File: src/rtl/uart_rx.sv
// uart_rx: oversampling UART receiver with 2-of-3 majority vote,
// parity check and stop-bit framing check.
`timescale 1ns/1ps
module uart_rx #(
    parameter int DATA_WIDTH = 8
) (
    input  logic                  CLK,
    input  logic                  RST,
    input  logic                  RX_IN,
    input  logic [5:0]            Prescale,
    input  logic                  PAR_EN,
    input  logic                  PAR_TYP,
    output logic [DATA_WIDTH-1:0] P_DATA,
    output logic                  Data_Valid,
    output logic                  Par_Err,
    output logic                  Stp_Err
);
    localparam int BW = (DATA_WIDTH > 1) ? $clog2(DATA_WIDTH) : 1;

    typedef enum logic [2:0] {IDLE, START, DATA, PARITY, STOP} state_t;

    state_t                state, state_nx;
    logic [5:0]            p_lat;
    logic [5:0]            edge_cnt;
    logic [5:0]            half;
    logic [BW-1:0]         bit_cnt;
    logic                  par_en_lat;
    logic                  par_typ_lat;
    logic                  par_fail;
    logic [2:0]            smp;
    logic                  vote;
    logic [DATA_WIDTH-1:0] shreg;
    logic                  bit_end;
    logic                  last_bit;
    logic                  start_go;
    logic                  frame_end;

    assign half     = {1'b0, p_lat[5:1]};
    assign bit_end  = (edge_cnt == p_lat - 6'd1);
    assign last_bit = (bit_cnt == BW'(DATA_WIDTH - 1));
    assign vote     = (smp[0] & smp[1]) | (smp[0] & smp[2]) | (smp[1] & smp[2]);

    always_ff @(posedge CLK or negedge RST) begin
        if (!RST) begin
            state <= IDLE;
        end else begin
            state <= state_nx;
        end
    end

    // The last STOP cycle also watches for the next start bit,
    // so back-to-back frames need no idle gap.
    always_comb begin
        state_nx  = state;
        start_go  = 1'b0;
        frame_end = 1'b0;
        unique case (state)
            IDLE: begin
                if (!RX_IN) begin
                    state_nx = START;
                    start_go = 1'b1;
                end
            end
            START: begin
                if (bit_end) state_nx = vote ? IDLE : DATA;
            end
            DATA: begin
                if (bit_end && last_bit) state_nx = par_en_lat ? PARITY : STOP;
            end
            PARITY: begin
                if (bit_end) state_nx = STOP;
            end
            STOP: begin
                if (bit_end) begin
                    frame_end = 1'b1;
                    if (!RX_IN) begin
                        state_nx = START;
                        start_go = 1'b1;
                    end else begin
                        state_nx = IDLE;
                    end
                end
            end
            default: state_nx = IDLE;
        endcase
    end

    always_ff @(posedge CLK or negedge RST) begin
        if (!RST) begin
            p_lat       <= '0;
            par_en_lat  <= 1'b0;
            par_typ_lat <= 1'b0;
            edge_cnt    <= '0;
            bit_cnt     <= '0;
            par_fail    <= 1'b0;
            smp         <= '0;
            shreg       <= '0;
            P_DATA      <= '0;
            Data_Valid  <= 1'b0;
            Par_Err     <= 1'b0;
            Stp_Err     <= 1'b0;
        end else begin
            Data_Valid <= 1'b0;
            Par_Err    <= 1'b0;
            Stp_Err    <= 1'b0;
            if (start_go) begin
                p_lat       <= Prescale;
                par_en_lat  <= PAR_EN;
                par_typ_lat <= PAR_TYP;
                edge_cnt    <= '0;
                bit_cnt     <= '0;
                par_fail    <= 1'b0;
            end else if (state != IDLE) begin
                edge_cnt <= bit_end ? 6'd0 : edge_cnt + 6'd1;
            end
            if (state != IDLE) begin
                if (edge_cnt == half - 6'd1) smp[0] <= RX_IN;
                if (edge_cnt == half)        smp[1] <= RX_IN;
                if (edge_cnt == half + 6'd1) smp[2] <= RX_IN;
            end
            if (state == DATA && bit_end) begin
                shreg   <= {vote, shreg[DATA_WIDTH-1:1]};
                bit_cnt <= bit_cnt + BW'(1);
            end
            if (state == PARITY && bit_end) begin
                par_fail <= vote ^ (^shreg) ^ par_typ_lat;
            end
            if (frame_end) begin
                Par_Err <= par_fail;
                Stp_Err <= ~vote;
                if (!par_fail && vote) begin
                    Data_Valid <= 1'b1;
                    P_DATA     <= shreg;
                end
            end
        end
    end
endmodule

File: config.mk
export PLATFORM = sky130hd
export DESIGN_NAME = uart_rx
export DESIGN_NICKNAME = d
export VERILOG_FILES = /design/src/rtl/uart_rx.sv
export SDC_FILE = /design/constraint.sdc
export NUM_CORES = 1
export LEC_CHECK = 0
export ABC_AREA = 0
export CAP_MARGIN = 10
export CORE_ASPECT_RATIO = 1.5
export CORE_UTILIZATION = 30
export CTS_CLUSTER_SIZE = 30
export DETAILED_ROUTE_END_ITERATION = 8
export PLACE_DENSITY_LB_ADDON = 0.05
export SYNTH_ARGS = -nofsm -noshare
export SYNTH_HDL_FRONTEND = slang
export SYNTH_SLANG_ARGS = --single-unit
File: constraint.sdc
create_clock -name CLK -period 3.3 [get_ports CLK]
set_clock_uncertainty 0.05 [all_clocks]
set_input_delay 0.66 -clock CLK [delete_from_list [all_inputs] [get_ports CLK]]
set_output_delay 0.66 -clock CLK [all_outputs]
set_load 0.1 [all_outputs]
==> results.sh <==
export IMPL_outcome="finished, final reports clean"
export IMPL_slew_headroom_pct=35.0
export IMPL_clkSinkCount=43
export IMPL_grt_pass1_wl_mm=9.91
export IMPL_p_switching_mw=1.03
export IMPL_yosys_top_cells_count="dfrtp_1, mux2_2, xnor2_1"
export IMPL_end_kind="register"
export IMPL_setup_violations=0
export IMPL_grt_max_degree=44
export IMPL_viasPerCell=4.82
export IMPL_synth_nets=249
export IMPL_ys_warn_count=0
export IMPL_grtUsageTotal_pct=14.9
export IMPL_max_stage_delay_ps=460
export IMPL_leakage_nw=1.26
export IMPL_p_clk_share_pct=19.3
export IMPL_ys_ff_latch=43
export IMPL_synthTopCellsByArea="dfrtp_1, mux2_2, xnor2_1"
export IMPL_drive_above_1_share_pct=24.0
export IMPL_yosys_area_top_type="dfrtp_1"
export IMPL_worstSkewPairLatency_ps=290
export IMPL_synth_most_common_cell="dfrtp_1"
export IMPL_grt_pass1_vias=1842
export IMPL_clk_pin_slew_ps=60
export IMPL_dr_pass1_iters=4
export IMPL_die_w_um=76.3
export IMPL_wl_per_cell_um=16.1
export IMPL_tightest_slew_ps=975
export IMPL_nets=271
export IMPL_min_period_ps=2880
export IMPL_cts_resized=0
export IMPL_crit_slowest_cell="dfrtp_1"
export IMPL_gp_congestion=0.776
export IMPL_io_buffers=21
export IMPL_cts_made_buffers=5
export IMPL_critPathArrivalTime_ps=3000
export IMPL_cts_buffer_depth=2
export IMPL_power_frac_comb_pct=45.9
export IMPL_maxCapViolations=0
export IMPL_chipHeight_um=114
export IMPL_intPower_mw=1.47
export IMPL_max_freq_mhz=347
export IMPL_switching_share_pct=41.3
export IMPL_antenna_cells=0
export IMPL_critPathMaxFanout=10
export IMPL_slew_violations=0
export IMPL_avgSynthCellArea_um2=10.8
export IMPL_crit_type="register to register"
export IMPL_hpwl_mm=4.33
export IMPL_async_reset_ff_share_pct=100
export IMPL_vdd_drop_max_v=0.000306
export IMPL_start_util_pct=31.1
export IMPL_dieArea_um2=8670
export IMPL_ant_nets=0
export IMPL_synth_seq_area_share_pct=43.3
export IMPL_holdBufCountCts=0
export IMPL_syn_inst=231
export IMPL_cts_root_buf="clkbuf_16"
export IMPL_grt_ovfl_total=0
export IMPL_hp_class="register to register"
export IMPL_synth_top_cell_area_share_pct=43.3
export IMPL_ys_types=51
export IMPL_io_pins=22
export IMPL_cts_tree="done"
export IMPL_antenna_found_initial=0
export IMPL_power_density_nw_per_um2=861
export IMPL_drc=0
export IMPL_crit_path_start_kind="register"
export IMPL_crit_chain="inv_1, ha_1, a21boi_0, xnor2_1, nand4_2, buf_4, nor2_2, mux2_2"
export IMPL_period_share_pct=87.4
export IMPL_fp_coreArea_um2=8010
export IMPL_rsz0062_at_grt="false"
export IMPL_hold_viol=0
export IMPL_fin_setup_tns_ps=0
export IMPL_drt_total_wl_mm=5.76
export IMPL_drtIter0Drc=43
export IMPL_synth_area_um2=2490
export IMPL_vias=1732
export IMPL_fin_hold_ws_ps=460
export IMPL_cts_setup_buffers=0
export IMPL_area_growth_syn_to_layout_pct=17.2
export IMPL_power_frac_seq_pct=34.8
export IMPL_yosys_most_used_dff="dfrtp_1"
export IMPL_htree_levels=2
export IMPL_cp_required_ps=3420
export IMPL_core_rowCount=40
export IMPL_synth_edf_count=0
final timing paths:
kind | to | from | cells past startpoint | slack, ps
max in group asynchronous | shreg[0] | RST | 1 | 2110
worst min register to register | smp[1] | smp[1] | 1 | 460
worst min-delay path | smp[1] | smp[1] | 1 | 460
worst max register to register | shreg[1] | p_lat[1] | 8 | 420
min in group asynchronous | Par_Err | RST | 1 | 490
worst max-delay path | shreg[1] | p_lat[1] | 8 | 420
worst max-delay path: cells and delay by family (launching register included):
kind,cells,cell delay (ps)
adders and majority gates,1,260
buffers and inverters,2,430
and+or+nand+nor,2,750
DFF,1,460
AOI/OAI and AO/OA,1,260
muxes,1,390
xor gates and xnor gates,1,160
final cells by class:
class                      count  area (um^2)
clock buffer                   6          129
clock inverter                 2         12.5
fill                         836         5090
inverter                       6         22.5
multi-input combinational    170         1320
sequential                    43         1080
tap                          105          131
timing repair buffer          27          223
sequential cells by signal (all words and copies together), names as in the netlist, 3 cells and up:
register  flops
P_DATA        8
shreg         8
edge_cnt      6
p_lat         6
bit_cnt       3
smp           3
state         3
stage by stage:
stage | total power, mW | cells | cell area (um^2) | setup WS (ps) | util (%)
floorplan | 1.79 | 231 | 2490 | 821 | -
global placement | 2.06 | 351 | 2770 | 479 | 34.6
detailed placement | 2.06 | 351 | 2770 | 435 | 34.6
CTS | 2.56 | 359 | 2910 | 404 | 36.4
global route | 2.72 | 359 | 2910 | 131 | 36.4
finish | 2.51 | 359 | 2910 | 416 | 36.4
per-layer routing:
| metal | GRT usage [%] | part of all wire (%) |
|---|---|---|
| met1 | 16.8 | 41 |
| met2 | 27.7 | 55 |
| met3 | 2.56 | 1.5 |
| met4 | 6.15 | 1.7 |
| met5 | 0 | 0 |
cells by family after synthesis:
logic type	Yosys count	synth area share (%)
AO/OA/AOI/OAI	32	9.51
XOR/XNOR	33	11.6
adder cells (fa/ha/maj)	8	3.92
buffers and inverters	18	3.67
flip-flops	43	43.3
multiplexers	28	12.6
AND/OR/NAND/NOR	69	15.4
layout by cell type (no fill, tap or decap), types with 3 or more instances in the layout:
cell             instances
mux2_2                  27
inv_1                    6
o211ai_1                 4
nand2_1                 18
nor2b_1                  3
nor3_1                   9
nand3_1                  8
ha_1                     7
dfrtp_1                 43
clkbuf_16                5
xnor2_1                 21
buf_4                   17
nand2b_1                 4
clkdlybuf4s50_1          9
nor2_1                   8
o21ai_0                  9
xor2_1                  12
power groups by stage:
| stage | combinational, mW | sequential [mW] | clock, mW |
|---|---|---|---|
| final | 1.15 | 0.872 | 0.485 |
| after global routing | 1.30 | 0.901 | 0.524 |
| after CTS | 1.18 | 0.879 | 0.506 |
| after detailed placement | 1.17 | 0.888 | 0 |
| after global placement | 1.17 | 0.888 | 0 |
| after floorplan | 1.03 | 0.763 | 0 |
(Power assumes the default switching activity.)
